<file path="config.mk">
export PLATFORM = sky130hd
export DESIGN_NAME = fp_div_iter
export DESIGN_NICKNAME = d
export VERILOG_FILES = /design/src/rtl/fp32_pkg.sv /design/src/rtl/fp_div_mant_iter.sv /design/src/rtl/fp_div_iter.sv
export SDC_FILE = /design/constraint.sdc
export NUM_CORES = 1
export LEC_CHECK = 0
export ABC_CLOCK_PERIOD_IN_PS = 4750
export CAP_MARGIN = 15
export CORE_UTILIZATION = 45
export DETAILED_ROUTE_END_ITERATION = 10
export GPL_ROUTABILITY_DRIVEN = 1
export GPL_TIMING_DRIVEN = 0
export PLACE_DENSITY_LB_ADDON = 0.25
export SETUP_SLACK_MARGIN = 0.02
export SLEW_MARGIN = 40
export SYNTH_ARGS = -nofsm -noshare
export SYNTH_HDL_FRONTEND = slang
export SYNTH_SLANG_ARGS = --single-unit
</file>
<file path="constraint.sdc">
create_clock -name clk -period 4.75 [get_ports clk]
set_clock_uncertainty 0.2 [all_clocks]
set_input_delay 0.475 -clock clk [delete_from_list [all_inputs] [get_ports clk]]
set_output_delay 0.475 -clock clk [all_outputs]
set_load 0.1 [all_outputs]
</file>
<file path="src/rtl/fp32_pkg.sv">
// Shared binary32 field widths, special encodings, rounding-mode codes,
// divider FSM states and exception-flag bit positions.
package fp32_pkg;

  localparam int EXP_W = 8;
  localparam int MAN_W = 23;
  localparam int BIAS  = 127;

  localparam logic [31:0] QNAN    = 32'h7FC0_0000;
  localparam logic [31:0] POS_INF = 32'h7F80_0000;
  localparam logic [31:0] MAX_FIN = 32'h7F7F_FFFF;

  localparam logic [1:0] RM_RNE = 2'b00;
  localparam logic [1:0] RM_RZ  = 2'b01;
  localparam logic [1:0] RM_RUP = 2'b10;
  localparam logic [1:0] RM_RDN = 2'b11;

  typedef enum logic [2:0] {
    S_IDLE,
    S_UNPACK,
    S_DIV,
    S_ROUND,
    S_DONE
  } state_e;

  localparam int FL_INV = 3;
  localparam int FL_DBZ = 2;
  localparam int FL_OVF = 1;
  localparam int FL_UNF = 0;

endpackage

</file>
<file path="src/rtl/fp_div_mant_iter.sv">
// Radix-2 restoring significand divider: one quotient bit per cycle for QBITS
// cycles; the dividend must already be normalised into [divisor, 2*divisor).
module fp_div_mant_iter #(
  parameter int QBITS = 26,
  parameter int SW    = 24
) (
  input  logic             clk,
  input  logic             rst,
  input  logic             start_i,
  input  logic [SW:0]      dividend_i,
  input  logic [SW-1:0]    divisor_i,
  output logic [QBITS-1:0] quo_o,
  output logic             rem_nz_o,
  output logic             done_o
);
  localparam int CW = $clog2(QBITS);

  logic [SW:0]      rem_q;
  logic [SW-1:0]    div_q;
  logic [QBITS-1:0] quo_q;
  logic [CW-1:0]    cnt_q;
  logic             run_q;
  logic [SW+1:0]    diff;

  assign diff = {1'b0, rem_q} - {2'b00, div_q};

  always_ff @(posedge clk or negedge rst) begin
    if (!rst) begin
      rem_q <= '0;
      div_q <= '0;
      quo_q <= '0;
      cnt_q <= '0;
      run_q <= 1'b0;
    end else if (start_i) begin
      rem_q <= dividend_i;
      div_q <= divisor_i;
      quo_q <= '0;
      cnt_q <= '0;
      run_q <= 1'b1;
    end else if (run_q) begin
      // A kept difference is below the divisor, so the shift never loses a bit.
      if (!diff[SW+1]) begin
        rem_q <= {diff[SW-1:0], 1'b0};
        quo_q <= {quo_q[QBITS-2:0], 1'b1};
      end else begin
        rem_q <= {rem_q[SW-1:0], 1'b0};
        quo_q <= {quo_q[QBITS-2:0], 1'b0};
      end
      cnt_q <= cnt_q + CW'(1);
      if (cnt_q == CW'(QBITS - 1)) run_q <= 1'b0;
    end
  end

  assign quo_o    = quo_q;
  assign rem_nz_o = |rem_q;
  assign done_o   = run_q && (cnt_q == CW'(QBITS - 1));

endmodule

</file>
<file path="src/rtl/fp_div_iter.sv">
// Fixed-latency binary32 divider: unpack/classify, iterative significand
// division, rounding with overflow/underflow handling, one-cycle done pulse.
module fp_div_iter
  import fp32_pkg::*;
#(
  parameter int QBITS = 26,
  parameter bit FTZ   = 1'b1
) (
  input  logic        clk,
  input  logic        rst,
  input  logic        en,
  input  logic [31:0] flout_a,
  input  logic [31:0] flout_b,
  input  logic [1:0]  round_cfg,
  output logic [31:0] flout_c,
  output logic        done,
  output logic        busy,
  output logic [3:0]  flags
);
  localparam int SW = MAN_W + 1;
  localparam int EW = EXP_W + 2;
  localparam logic signed [EW-1:0] EXP_OVF  = EW'(255);
  localparam logic signed [EW-1:0] EXP_ZERO = '0;

  state_e state_q, state_d;
  logic [31:0]            a_q, b_q;
  logic [1:0]             rm_q;
  logic                   sign_q;
  logic signed [EW-1:0]   exp_q;
  logic                   spec_q;
  logic [31:0]            spec_res_q;
  logic [3:0]             spec_fl_q;
  logic [31:0]            c_q, c_d;
  logic [3:0]             fl_q, fl_d;

  function automatic logic round_up(input logic [1:0] rm, input logic sgn,
                                    input logic l, input logic g,
                                    input logic r, input logic s);
    case (rm)
      RM_RNE:  round_up = g & (r | s | l);
      RM_RZ:   round_up = 1'b0;
      RM_RUP:  round_up = (g | r | s) & ~sgn;
      default: round_up = (g | r | s) & sgn;
    endcase
  endfunction

  function automatic logic rounds_away(input logic [1:0] rm, input logic sgn);
    rounds_away = (rm == RM_RNE) || (rm == RM_RUP && !sgn) || (rm == RM_RDN && sgn);
  endfunction

  // ---- unpack / classify (operates on the operands latched at accept)
  logic [EXP_W-1:0] ea, eb;
  logic [MAN_W-1:0] fa, fb;
  logic             a_nan, b_nan, a_inf, b_inf, a_zero, b_zero, sign_d, lt;
  logic [SW-1:0]    ma, mb;
  logic [SW:0]      dvd;
  logic [EW-1:0]    exp_u;
  logic             spec_d;
  logic [31:0]      spec_res_d;
  logic [3:0]       spec_fl_d;

  assign ea     = a_q[MAN_W +: EXP_W];
  assign eb     = b_q[MAN_W +: EXP_W];
  assign fa     = a_q[MAN_W-1:0];
  assign fb     = b_q[MAN_W-1:0];
  assign a_nan  = (&ea) && (|fa);
  assign b_nan  = (&eb) && (|fb);
  assign a_inf  = (&ea) && !(|fa);
  assign b_inf  = (&eb) && !(|fb);
  assign a_zero = !(|ea) && (FTZ || !(|fa));
  assign b_zero = !(|eb) && (FTZ || !(|fb));
  assign sign_d = a_q[31] ^ b_q[31];
  assign ma     = {1'b1, fa};
  assign mb     = {1'b1, fb};
  assign lt     = ma < mb;
  assign dvd    = lt ? {ma, 1'b0} : {1'b0, ma};
  assign exp_u  = {2'b00, ea} - {2'b00, eb} + EW'(BIAS) - {{(EW-1){1'b0}}, lt};

  always_comb begin
    spec_d     = 1'b1;
    spec_res_d = '0;
    spec_fl_d  = '0;
    if (a_nan || b_nan) begin
      spec_res_d = QNAN;
    end else if ((a_zero && b_zero) || (a_inf && b_inf)) begin
      spec_res_d        = QNAN;
      spec_fl_d[FL_INV] = 1'b1;
    end else if (b_zero && !a_inf) begin
      spec_res_d        = {sign_d, POS_INF[30:0]};
      spec_fl_d[FL_DBZ] = 1'b1;
    end else if (a_inf) begin
      spec_res_d = {sign_d, POS_INF[30:0]};
    end else if (a_zero || b_inf) begin
      spec_res_d = {sign_d, 31'h0};
    end else begin
      spec_d = 1'b0;
    end
  end

  // ---- significand division
  logic [QBITS-1:0] quo;
  logic             rem_nz, core_done;

  fp_div_mant_iter #(.QBITS(QBITS), .SW(SW)) u_core (
    .clk       (clk),
    .rst       (rst),
    .start_i   (state_q == S_UNPACK),
    .dividend_i(dvd),
    .divisor_i (mb),
    .quo_o     (quo),
    .rem_nz_o  (rem_nz),
    .done_o    (core_done)
  );

  // ---- round / pack
  logic [SW-1:0]        sig;
  logic                 up;
  logic [SW:0]          sum;
  logic [MAN_W-1:0]     man;
  logic signed [EW-1:0] exp_r;

  assign sig   = quo[QBITS-1 -: SW];
  assign up    = round_up(rm_q, sign_q, sig[0], quo[QBITS-SW-1], quo[QBITS-SW-2], rem_nz);
  assign sum   = {1'b0, sig} + {{SW{1'b0}}, up};
  assign man   = sum[SW] ? sum[MAN_W:1] : sum[MAN_W-1:0];
  assign exp_r = exp_q + $signed({{(EW-1){1'b0}}, sum[SW]});

  always_comb begin
    c_d  = {sign_q, exp_r[EXP_W-1:0], man};
    fl_d = '0;
    if (spec_q) begin
      c_d  = spec_res_q;
      fl_d = spec_fl_q;
    end else if (exp_r >= EXP_OVF) begin
      c_d          = rounds_away(rm_q, sign_q) ? {sign_q, POS_INF[30:0]} : {sign_q, MAX_FIN[30:0]};
      fl_d[FL_OVF] = 1'b1;
    end else if (exp_r <= EXP_ZERO) begin
      c_d          = {sign_q, 31'h0};
      fl_d[FL_UNF] = 1'b1;
    end
  end

  // ---- control
  always_comb begin
    state_d = state_q;
    case (state_q)
      S_IDLE:   if (en) state_d = S_UNPACK;
      S_UNPACK: state_d = S_DIV;
      S_DIV:    if (core_done) state_d = S_ROUND;
      S_ROUND:  state_d = S_DONE;
      S_DONE:   state_d = S_IDLE;
      default:  state_d = S_IDLE;
    endcase
  end

  always_ff @(posedge clk or negedge rst) begin
    if (!rst) begin
      state_q    <= S_IDLE;
      a_q        <= '0;
      b_q        <= '0;
      rm_q       <= '0;
      sign_q     <= 1'b0;
      exp_q      <= '0;
      spec_q     <= 1'b0;
      spec_res_q <= '0;
      spec_fl_q  <= '0;
      c_q        <= '0;
      fl_q       <= '0;
    end else begin
      state_q <= state_d;
      if (state_q == S_IDLE && en) begin
        a_q  <= flout_a;
        b_q  <= flout_b;
        rm_q <= round_cfg;
      end
      if (state_q == S_UNPACK) begin
        sign_q     <= sign_d;
        exp_q      <= $signed(exp_u);
        spec_q     <= spec_d;
        spec_res_q <= spec_res_d;
        spec_fl_q  <= spec_fl_d;
      end
      if (state_q == S_ROUND) begin
        c_q  <= c_d;
        fl_q <= fl_d;
      end
    end
  end

  assign flout_c = c_q;
  assign flags   = fl_q;
  assign done    = (state_q == S_DONE);
  assign busy    = (state_q != S_IDLE);

endmodule

</file>
# After elaboration in Yosys (flattened, before gate mapping)
# Index checks and enable logic that the tools add are counted.
[word_totals] ff_bits=232 input_bits=69 output_inout_bits=38 word_cells=119
[op_classes] n_addsub=7 n_lt_le_gt_ge=3 eq_ne=10 muxes=40 n_bitwise=9 n_reduce_logical=34
[ops] cell="$mux 32" count=6
[ops] cell="$mux 25" count=4
[ops] cell="$mux 31" count=2
[ops] cell="$mux 26" count=2
[ops] cell="$reduce_or 23->1" count=2
[ops] cell="$sub 25x24->26" count=1
[ops] cell="$add 24x1->25" count=1
[ops] cell="$reduce_or 25->1" count=1
[ops] cell="$lt 24x24->1" count=1
[ops] cell="$mux 24" count=1
[ops] cell="$mux 23" count=1
[ops] cell="$reduce_and 8->1" count=2
[ops] cell="$reduce_or 8->1" count=2
[ops] cell="$mux 1" count=15
[ops] cell="$pmux 3 s4" count=1
[ops] cell="$logic_and 1x1->1" count=11
[ops] cell="$add 10x2->10" count=1
[ops] cell="$add 9x8->10 const B" count=1
[ops] cell="$ge 10x9->1 const B" count=1
[ops] cell="$le 10x1->1 const B" count=1
[ops] cell="$mux 5" count=2
[ops] cell="$sub 10x1->10" count=1
[ops] cell="$sub 8x8->9" count=1
[ops] cell="$eq 3x2->1 const B" count=2
[ops] cell="21 further kinds" count=40

# Depth between registers and ports, before layout
[logic_depth] word_depth=11 mapped_depth=25 ltp_nobuf=23

# Hierarchy
# A second synthesis with hierarchy kept.
[hier_totals] cells_unflattened=1307 hier_area_um2=12271.8
[modules_own_cells] mod="fp_div_iter" n_inst=1 cells_each=779 area_per_inst_um2=7385.8 seq_area_each_um2=3052.9
[modules_own_cells] mod="fp_div_mant_iter" n_inst=1 cells_each=528 area_per_inst_um2=4885.9 seq_area_each_um2=2026.9

# Worst setup path after synthesis
# No wires, ideal clock.
[synth_path] path_type="reg-to-reg" from="reg rm_q[1]" to="reg c_q[11] (netlist: flout_c[11])" setup_time_ns=0.122 arrival_time_ns=4.319 required_time_ns=4.428 setup_slack_ns=0.109 stages_incl_launch_ff=25 path_buffers=2 synth_period_minus_slack_ns=4.641 cell_sequence="dfrtp_1 -> nor2b_1 -> ha_1 -> nor2_1 -> nand2_1 -> o41ai_1 -> ha_1 -> ha_1 -> and3_1 -> buf_2 -> nand3_2 -> nor2_2 -> nand2_1 -> inv_1 -> ha_1 -> ha_1 -> and3_4 -> and3_4 -> and3_1 -> a31oi_1 -> o41a_1 -> nand2b_4 -> o21a_4 -> buf_6 -> a22o_1"
[synth_between] elab_chain_cells=8 elab_cells_between_ends=18 cone_classes="add/sub: 2; order compare: 2; eq/ne: 3; mux: 6; reduce/logical: 5"
[synth_rtl] item="from (decl)" line="fp_div_iter.sv:27" text="logic [1:0] rm_q;"
[synth_rtl] item="from (signal assigned)" line="fp_div_iter.sv:174" text="rm_q <= round_cfg;"
[synth_rtl] item="$eq 2x2->1 (tied with other cells)" line="fp_div_iter.sv:39, fp_div_iter.sv:48"
[synth_rtl] item="$pmux 1 s3" line="fp_div_iter.sv:39" text="case (rm)"
[synth_rtl] item="$add 24x1->25" line="fp_div_iter.sv:124" text="assign sum = {1'b0, sig} + {{SW{1'b0}}, up};"
[synth_rtl] item="$add 10x2->10" line="fp_div_iter.sv:126" text="assign exp_r = exp_q + $signed({{(EW-1){1'b0}}, sum[SW]});"
[synth_rtl] item="$le 10x1->1" line="fp_div_iter.sv:137" text="end else if (exp_r <= EXP_ZERO) begin"
[synth_rtl] item="$mux 31" line="fp_div_iter.sv:137"
[synth_rtl] item="$mux 31 *" line="fp_div_iter.sv:134" text="end else if (exp_r >= EXP_OVF) begin"
[synth_rtl] item="$mux 32 *" line="fp_div_iter.sv:131" text="if (spec_q) begin"
[synth_rtl] item="to (signal assigned)" line="fp_div_iter.sv:167" text="c_q <= '0;"
[synth_rtl] item="to (signal assigned)" line="fp_div_iter.sv:184" text="c_q <= c_d;"
[synth_rtl] item="to (decl)" line="fp_div_iter.sv:33" text="logic [31:0] c_q, c_d;"
# Mark *: on every way between the ends. The rest lies on a longest branch, timed or not.
# A chain may end at the register's enable or synchronous reset.

# Worst setup path in the final report
[layout_path] from="reg u_core.rem_q[19]" to="reg c_q[30] (netlist: flout_c[30])"
[layout_between] elab_chain_cells=11 elab_cells_between_ends=15 cone_classes="add/sub: 2; order compare: 2; mux: 4; bitwise: 6; reduce/logical: 1"
[layout_rtl] item="from (decl)" line="fp_div_mant_iter.sv:18" text="logic [SW:0] rem_q;"
[layout_rtl] item="from (signal assigned)" line="fp_div_mant_iter.sv:35" text="rem_q <= dividend_i;"
[layout_rtl] item="from (signal assigned)" line="fp_div_mant_iter.sv:43" text="rem_q <= {diff[SW-1:0], 1'b0};"
[layout_rtl] item="from (signal assigned)" line="fp_div_mant_iter.sv:46" text="rem_q <= {rem_q[SW-1:0], 1'b0};"
[layout_rtl] item="$reduce_or 25->1 *" line="fp_div_mant_iter.sv:55" text="assign rem_nz_o = |rem_q;"
[layout_rtl] item="$or 1x1->1 (2 in a row)" line="fp_div_iter.sv:40" text="RM_RNE: round_up = g & (r | s | l);"
[layout_rtl] item="$and 1x1->1" line="fp_div_iter.sv:40"
[layout_rtl] item="$pmux 1 s3 *" line="fp_div_iter.sv:39"
[layout_rtl] item="$add 24x1->25 *" line="fp_div_iter.sv:124"
[layout_rtl] item="$add 10x2->10 *" line="fp_div_iter.sv:126"
[layout_rtl] item="$le 10x1->1" line="fp_div_iter.sv:137"
[layout_rtl] item="$mux 31" line="fp_div_iter.sv:137"
[layout_rtl] item="$mux 31 *" line="fp_div_iter.sv:134"
[layout_rtl] item="$mux 32 *" line="fp_div_iter.sv:131"
# Marks and branches as above.

==> flow_summary.ini <==
[finish]
utilization_pct = 55.0
drive_above_1_share_pct = 13.6
layout_commonest_cell = dfrtp_1
syn_to_final_growth_pct = 20.2
n_fill_cell = 2367
register_area_mm2 = 0.00508
antenna-diode-count = 0
mostFrequentLayoutCells = 202 x dfrtp_1, 141 x nand2_1, 126 x o21ai_0
multi_input_area_mm2 = 0.00639
final_cells = 1781
final_nets = 1570

[floorplanning]
start_util_pct = 45.8
die_area_mm2 = 0.0272
num_io_pins = 107
placementRows = 59
coreArea_mm2 = 0.0261
die_h_um = 165
die_x_um = 165

[synthesis]
ys_warn_count = 0
syn_inst = 1276
ys_seq_elements = 203
syn_nets = 1417
syn_area_mm2 = 0.0119
synth_edf_count = 0
ys.flop_type = dfrtp_1
postSynthAreaPerCell_um2 = 9.35
ys_seq_area_share_pct = 42.6
synthArstFlopShare_pct = 100
synth_cell_types = 71

[critical_path]
critPathArrivalTime_ns = 4.75
cp_data_required_time_ns = 4.94
worst_path_dominant_cell_family = simple AND/OR/NAND/NOR gates
reg2reg_slack_ns = 0.19
crit_path_max_fanout = 6
path_class = register to register
reg2regPathDepth = 24
path_cells = nor4_2 -> nand4_1 -> nor3_2 -> nor2_1 -> nand2_1 -> o41ai_2 -> ha_2 -> ha_2 -> and3_4 -> nand3_4 -> nor2_4 -> nand2_4 -> inv_2 -> ha_2 -> ha_1 -> and3_4 -> and3_4 -> and3_1 -> a31oi_1 -> o41a_1 -> o31ai_1 -> and2_1 -> buf_2 -> a221o_1
worst_path_max_delay_cell = dfrtp_1
reg2reg_from = u_core.rem_q[19]
startpoint_type = register
max_stage_delay_ns = 0.42
r2r_end = flout_c[30]
critPathCaptureType = register
crit_buf_inv = 2

[clock_network]
numCtsBuffers = 24
clk_path_buf_depth = 3
cts.clk_slew.worst_paths_ns = 0.06
cts_root_buf = clkbuf_16
cts_sinks = 203
insertion_delay_ns = 0.53
cts_tree = done
htreeDepth = 1

[routing]
ant_nets = 0
num_vias = 10004
totalWireLength_mm = 30.9
drtIter0Drc = 620
drc_errors = 0
firstDrtPassIters = 5
routedWlPerCell_um = 17.3
vias_per_cell = 5.62

[grt]
grt_max_degree = 75
grt_pass1_wl_mm = 50.7
grt_pass1_vias = 9761
antenna_found_initial = 0
overflow = 0
grtUsageTotal_pct = 23.5

[hold_path]
min_to = u_core.div_q[23]
hp-class = register to register
min-delay-start = u_core.div_q[23]
whs_path_depth = 2

[status]
status = finished clean

[sta]
fin_crit_ns = 4.56
slew_violations = 0
whs_ns = 0.252
setup-violations-final = 0
maxSlewHeadroom_pct = 49.3
finalHoldViolCount = 0
post-route-period-util_pct = 96.1
fmax_mhz = 219
worst_slew_pin_slew_ns = 0.758

[placed_design]
gp_congestion = 0.897
dpl.cell_count = 1719
port_buffers = 106
dp_hpwl_mm = 23.2

[flow_run]
cap_violations = 0
## cell usage after synthesis, drive strengths merged (8+ instances only)
library cell	n	area (um2)
mux2	38	428
ha	69	863
dfrtp	203	5080
mux2i	50	500
a211oi	20	150
a21oi	53	269
a31oi	16	100
o22ai	13	81.3
a21o	25	188
nor3	27	140
o21bai	8	60.1
inv	85	319
nor2	73	287
and3	16	110
buf	21	113
xor2	33	297
o21ai	132	664
xnor2	29	254
nor4	25	156
nand4	24	150
nand3	24	125
nand2	145	549
a22o	15	131
clkbuf	43	164
nand2b	9	63.8
## layer usage
layer	track usage, %	wire length (um)	vias to the layer above
met2	36.6	13700	277
met3	3.34	1650	49
met4	5.88	689	0
met5	0	0	-
li1	-	-	4869
met1	34.2	14800	4809
## worst max path at each step
stage,from,end,depth (start not counted)
after floorplan,rm_q[1],flout_c[11],24
after global placement,rst,flout_c[14],1
after detailed placement,u_core.rem_q[12],flout_c[13],25
after CTS,u_core.rem_q[4],flout_c[30],24
after global routing,u_core.rem_q[22],flout_c[30],24
final,u_core.rem_q[19],flout_c[30],24
## area by class of cell
| class | count | share of cell area (%) |
|---|---|---|
| Clock inverter | 10 | 0.480 |
| Buffer | 63 | 2.02 |
| Multi-Input combinational cell | 924 | 44.6 |
| Sequential cell | 203 | 35.4 |
| Clock buffer | 33 | 4.77 |
| Tap cell | 335 | 2.92 |
| Timing Repair Buffer | 128 | 7.56 |
| Inverter | 85 | 2.23 |
## worst reg2reg max path: cells and delay by family (launching register included)
kind / cells / cell delay [ns]
compound gates: 5 / 0.83
fa+ha+maj: 4 / 0.76
flops: 1 / 0.42
buf+inv: 2 / 0.20
simple gates: 13 / 2.01
## registers in the layout (all words and copies together), names as in the netlist
register      flops
u_core.quo_o     26
spec_res_q        3
u_core.div_q     24
spec_q            1
rm_q              2
b_q              32
exp_q            10
u_core.cnt_q      5
state_q           3
sign_q            1
u_core.run_q      1
spec_fl_q         2
u_core.rem_q     25
flout_c          32
a_q              32
flags             4
## per-stage QoR
| stage | setup WS [ns] | setup TNS (ns) | area [um2] |
|---|---|---|---|
| 2_1_floorplan | 0.109 | 0 | 11900 |
| 3_3_place_gp | -5.77 | -1184.08 | 13400 |
| 3_5_place_dp | -0.723 | -19.03 | 13300 |
| 4_1_cts | 0.0314 | 0 | 14200 |
| 5_1_grt | -0.0397 | -0.211 | 14300 |
| 6_report | 0.187 | 0 | 14300 |
## cell families (layout without fill, tap and decap cells)
logic type | count (synthesis) | after routing | synth area share [%]
DFF | 203 | 203 | 42.6
AOI/OAI and AO/OA | 329 | 329 | 17.3
adders and majority gates | 72 | 72 | 7.74
and+or+nand+nor | 373 | 373 | 15.0
muxes | 88 | 88 | 7.79
xor gates and xnor gates | 62 | 62 | 4.62
buffers and inverters | 149 | 319 | 4.99
## what timing repair did
action | 4_1_cts | 5_1_grt
gates resized for setup | 18 | 18
pin swaps | 8 | 10
buffers inserted | 7 | 12
setup endpoints to repair | 33 | 32
endpoints found under the hold margin | 58 | 0
hold buffers | 1 | 0
Power is not shown: default switching activity piles up to over one toggle a cycle in this logic, so the estimate is an artifact.
